--- config.mk ---
export PLATFORM = sky130hd
export DESIGN_NAME = load_store_unit
export DESIGN_NICKNAME = d
export VERILOG_FILES = /design/src/rtl/load_store_unit.sv
export SDC_FILE = /design/constraint.sdc
export NUM_CORES = 1
export LEC_CHECK = 0
export CAP_MARGIN = 20
export CORE_AREA = 2 2 111 113
export CTS_CLUSTER_SIZE = 25
export DETAILED_ROUTE_END_ITERATION = 7
export DIE_AREA = 0 0 113 115
export HOLD_SLACK_MARGIN = 0.02
export PLACE_DENSITY_LB_ADDON = 0.08
export SETUP_SLACK_MARGIN = 0.2
export SYNTH_ARGS = -nofsm -noshare
export SYNTH_HDL_FRONTEND = slang
export SYNTH_SLANG_ARGS = --single-unit
--- constraint.sdc ---
create_clock -name clk -period 2.67 [get_ports clk]
set_clock_uncertainty 0.1 [all_clocks]
set_input_delay 0.267 -clock clk [delete_from_list [all_inputs] [get_ports clk]]
set_output_delay 0.267 -clock clk [all_outputs]
set_load 0.05 [all_outputs]
--- src/rtl/load_store_unit.sv ---
// Load/store unit: drives word-indexed data memory cycles for byte/half/word loads and stores.
// Define LSU_SUBWORD_EN to enable byte/half accesses (read-modify-write for sub-word stores).
module load_store_unit #(
  parameter int MEM_WORDS = 8
) (
  input  logic        clk,
  input  logic        reset,
  input  logic        reqValid,
  output logic        reqReady,
  input  logic        reqWrite,
  input  logic [1:0]  reqSize,
  input  logic        reqSigned,
  input  logic [31:0] reqAddr,
  input  logic [31:0] reqData,
  output logic        respValid,
  output logic [31:0] respData,
  output logic        respError,
  output logic [31:0] memAdr,
  output logic [31:0] memWriteIn,
  output logic        memWritePin,
  output logic        memReadPin,
  input  logic [31:0] memReadOut
);

  typedef enum logic [2:0] {IDLE, READ, MERGE, WRITE, RESP} state_t;

  typedef struct packed {
    logic        write;
    logic [1:0]  size;
    logic        sgn;
    logic [1:0]  off;
    logic [31:0] data;
  } req_t;

  state_t state;
  req_t   req;

  logic sizeBad, misaligned, outOfRange, reqErr;

`ifdef LSU_SUBWORD_EN
  assign sizeBad = (reqSize == 2'b11);
`else
  assign sizeBad = (reqSize != 2'b10);
`endif
  assign misaligned = (reqSize == 2'b10 && reqAddr[1:0] != 2'b00) ||
                      (reqSize == 2'b01 && reqAddr[0]);
  assign outOfRange = {2'b00, reqAddr[31:2]} >= 32'(MEM_WORDS);
  assign reqErr     = sizeBad || misaligned || outOfRange;

  // Ready is gated by reset so it reads 0 while reset is held and 1 right after.
  assign reqReady = (state == IDLE) && !reset;

  function automatic logic [31:0] extract(input logic [31:0] w, input logic [1:0] off,
                                          input logic [1:0] size, input logic sgn);
    logic [7:0]  b;
    logic [15:0] h;
    b = w[{off, 3'b000} +: 8];
    h = off[1] ? w[31:16] : w[15:0];
    case (size)
      2'b00:   return {{24{sgn & b[7]}}, b};
      2'b01:   return {{16{sgn & h[15]}}, h};
      default: return w;
    endcase
  endfunction

`ifdef LSU_SUBWORD_EN
  function automatic logic [31:0] mergeLane(input logic [31:0] w, input logic [1:0] off,
                                            input logic [1:0] size, input logic [31:0] d);
    logic [31:0] r;
    r = w;
    if (size == 2'b00) r[{off, 3'b000} +: 8] = d[7:0];
    else               r[{off[1], 4'b0000} +: 16] = d[15:0];
    return r;
  endfunction
`else
  logic unusedReq;
  assign unusedReq = ^{req.write, req.data};
`endif

  always_ff @(posedge clk) begin
    if (reset) begin
      state       <= IDLE;
      req         <= '0;
      respValid   <= 1'b0;
      respError   <= 1'b0;
      respData    <= '0;
      memAdr      <= '0;
      memWriteIn  <= '0;
      memWritePin <= 1'b0;
      memReadPin  <= 1'b0;
    end else begin
      case (state)
        IDLE: if (reqValid) begin
          req <= '{write: reqWrite, size: reqSize, sgn: reqSigned,
                   off: reqAddr[1:0], data: reqData};
          memAdr    <= {2'b00, reqAddr[31:2]};
          respData  <= '0;
          respError <= 1'b0;
          if (reqErr) begin
            state     <= RESP;
            respValid <= 1'b1;
            respError <= 1'b1;
          end else if (reqWrite && reqSize == 2'b10) begin
            state       <= WRITE;
            memWritePin <= 1'b1;
            memWriteIn  <= reqData;
          end else begin
            state      <= READ;
            memReadPin <= 1'b1;
          end
        end
        READ: begin
          state      <= MERGE;
          memReadPin <= 1'b0;
        end
        MERGE: begin
`ifdef LSU_SUBWORD_EN
          if (req.write) begin
            state       <= WRITE;
            memWritePin <= 1'b1;
            memWriteIn  <= mergeLane(memReadOut, req.off, req.size, req.data);
          end else
`endif
          begin
            state     <= RESP;
            respValid <= 1'b1;
            respData  <= extract(memReadOut, req.off, req.size, req.sgn);
          end
        end
        WRITE: begin
          state       <= RESP;
          memWritePin <= 1'b0;
          respValid   <= 1'b1;
        end
        RESP: begin
          state     <= IDLE;
          respValid <= 1'b0;
        end
        default: state <= IDLE;
      endcase
    end
  end

endmodule

==> qor.yml <==
routing:
  vias: 4377
  totalWireLength_um: 13110
  firstDrtPassIters: 8
  wire_per_inst_um: 15.21
  vias_per_cell: 5.078
  initialDrtViolationCount: 250
  drcViolationCount: 14
  drtAntennaViolNets: 0
power:
  total_power_mw: 3.621
  switchingPower_uw: 900.9
  combPwrFrac: 0.158
  ir_worst_vdd_uv: 348.6
  power.leakage_nw: 2.462
  p_per_area_mw_per_mm2: 512.1
  power_frac_clock: 0.389
  swShare: 0.2488
  p_int_mw: 2.720
  seq_power_share: 0.453
sta:
  setup_viol: 0
  finalHoldViolCount: 0
  grt_setup_unrepaired: "no"
  worst_slew_pin_slew_ps: 709.5
  drv_slew: 0
  tns_ps: 0
  fmax_mhz: 468.5
  maxSlewHeadroom: 0.5270
  period_share: 0.7994
  layout_min_cycle_time_ps: 2135
finish:
  fillers: 1051
  num_antenna_cells: 0
  final_layout_size_suffix_gt1_frac: 0.04895
  finish.net_count: 813
  syn2layout_area_growth_pct: 52.15
placed_design:
  place.gp.congestion: 0.8240
  port_buffers: 201
  post-dp-hpwl_um: 9515
synthesis:
  synth-seq-cells: 106
  syn_area_per_cell_um2: 8.784
  yosysUniqueCellTypes: 37
  syn_area_mm2: 0.004647
  yosys_warnings: 0
  ys_seq_area_frac: 0.4567
  synth_cells: 529
run:
  cap_viol_max_count: 0
run_status:
  status: "finished, violations left"
  violations: "DRC"
grt:
  grt_pass1_vias: 4085
  grt_max_degree: 51
  grt_antenna_before_repair: 0
  overflow: 0
  grt_usage: 0.1962
  grt_pass1_wl_um: 20590
clocking:
  cts_resized: 0
  clk-insertion-delay-late_ps: 340
  cts_setup_buffers: 0
  clk_pin_slew_ps: 60
  ctsHoldBuffers: 0
  cts_root_buffer: "clkbuf_16"
  cts_buffers: 9
  htree_levels: 3
  cts_tree: "built"
  cts.sinks: 106
  cts_buffer_depth: 2
die:
  core.rowCount: 40
  start_util: 0.3934
  ios: 204
  die_width_um: 113
  die_height_um: 115
  core_mm2: 0.01181
  dieArea_mm2: 0.01300
worst_setup_path:
  startpoint_type: "primary input"
  crit_path_max_incr_delay_ps: 430
  cp_num_buf_inv: 2
  worstPathArrival_ps: 2300
  crit_slowest_cell: "clkdlybuf4s50_1"
  critPathKind: "primary input to flip-flop"
  crit_fanout: 33
  worstPathCellList: "clkdlybuf4s50_1, nor4_1, nand4_1, nor4_4, buf_12, mux2i_1"
  required_ps: 2840
  path_delay_family: "simple AND/OR/NAND/NOR gates"
  worstSetupEndpointType: "flip-flop"
hold_path:
  hp-class: "flip-flop to flip-flop"
cell usage in the layout (no fill, tap or decap), drive strengths merged, types with 7 or more instances in the layout:
master	instances
nand2b	82
dfxtp	106
nor3	7
inv	7
a21oi	54
nand2	87
buf	11
clkbuf	10
clkdlybuf4s50	199
o221ai	7
nor4	10
mux2i	48
a32o	16
nor2b	8
o21ai	28
metal layers:
| layer | GRT usage | vias up | wire length (um) |
|---|---|---|---|
| li1 | - | 2182 | - |
| met1 | 0.2573 | 2036 | 5842 |
| met2 | 0.3142 | 143 | 6021 |
| met3 | 0.04902 | 16 | 1019 |
| met4 | 0.07398 | 0 | 225 |
| met5 | 0 | - | 0 |
layout make-up:
cell class	count	area, um^2	area share
Clock buffer	10	239.0	0.03380
Clock inverter	6	80.08	0.01133
Inverter	7	26.28	0.003716
Multi-Input combinational cell	376	2335	0.3302
Sequential cell	106	2122	0.3001
Tap cell	147	183.9	0.02601
Timing Repair Buffer	210	2085	0.2948
per-stage QoR:
stage,instances,cell area [um^2],hold WS [ps],util,setup slack (ps)
after detailed placement,846,6751,347.1,0.5716,171.5
after floorplan,530,4657,303.0,-,681.1
after global placement,846,6751,342.6,0.5716,268.6
final,862,7071,353.4,0.5986,535.5
after CTS,862,7071,356.5,0.5986,533.6
after global routing,862,7071,370.1,0.5986,440.1
tightest hold or removal path, stage by stage (launching register included):
cell	delay (ps)
dfxtp_1	310
nand2_1	50
a21oi_1	50
synth_stat cells, drive strengths merged:
cell type | instances | area, um^2
conb | 1 | 3.750
nor4b | 1 | 8.760
o41a | 1 | 11.26
o21a | 2 | 15.01
nand2 | 87 | 326.6
nor4 | 10 | 83.83
nor2b | 8 | 50.05
or4 | 1 | 11.26
a211oi | 2 | 15.01
nor2 | 5 | 18.77
o2bb2ai | 1 | 8.760
mux2i | 48 | 480.5
inv | 7 | 26.28
a31oi | 1 | 6.260
nand3b | 1 | 7.510
a32o | 16 | 160.2
dfxtp | 106 | 2122
and3 | 1 | 6.260
or3 | 1 | 6.260
nand2b | 82 | 513.0
o22ai | 2 | 12.51
a21oi | 54 | 270.3
o21ai | 28 | 140.1
clkbuf | 33 | 123.9
o32ai | 1 | 8.760
buf | 8 | 67.56
o221ai | 7 | 61.31
nand4 | 2 | 12.51
or2 | 2 | 12.51
nor3 | 7 | 35.03
a21o | 1 | 7.510
nand3 | 1 | 5.000
a311oi | 1 | 8.760
worst paths after layout:
kind	cells past startpoint	endpoint	start	slack [ps]
min reg2reg	2	memAdr[7]	memAdr[7]	350
min	2	memAdr[7]	memAdr[7]	350
max	6	memWriteIn[18]	reqAddr[18]	540
max reg2reg	4	memWriteIn[18]	state[0]	570
power groups by stage:
stage          Sequential [mW]  Combinational [mW]  Clock [mW]
4_1_cts                   1.64               0.573        1.44
3_3_place_gp              1.67               0.567           0
5_1_grt                   1.64               0.611        1.50
3_5_place_dp              1.68               0.570           0
6_report                  1.64               0.572        1.41
2_1_floorplan             1.77               0.210           0
cells by family after synthesis:
kind of cell           synth area share
AND/OR/NAND/NOR                  0.2361
AO/OA/AOI/OAI                    0.1562
multiplexers                     0.1034
flip-flops                       0.4567
buffers and inverters           0.04685
other                         0.0008070
registers in the layout (all words and copies together), names as in the netlist:
| register | count |
|---|---|
| req | 5 |
| state | 3 |
| memWritePin | 1 |
| respError | 1 |
| memReadPin | 1 |
| respValid | 1 |
| respData | 32 |
| memAdr | 30 |
| memWriteIn | 32 |
Power figures use the tool's default switching activity.
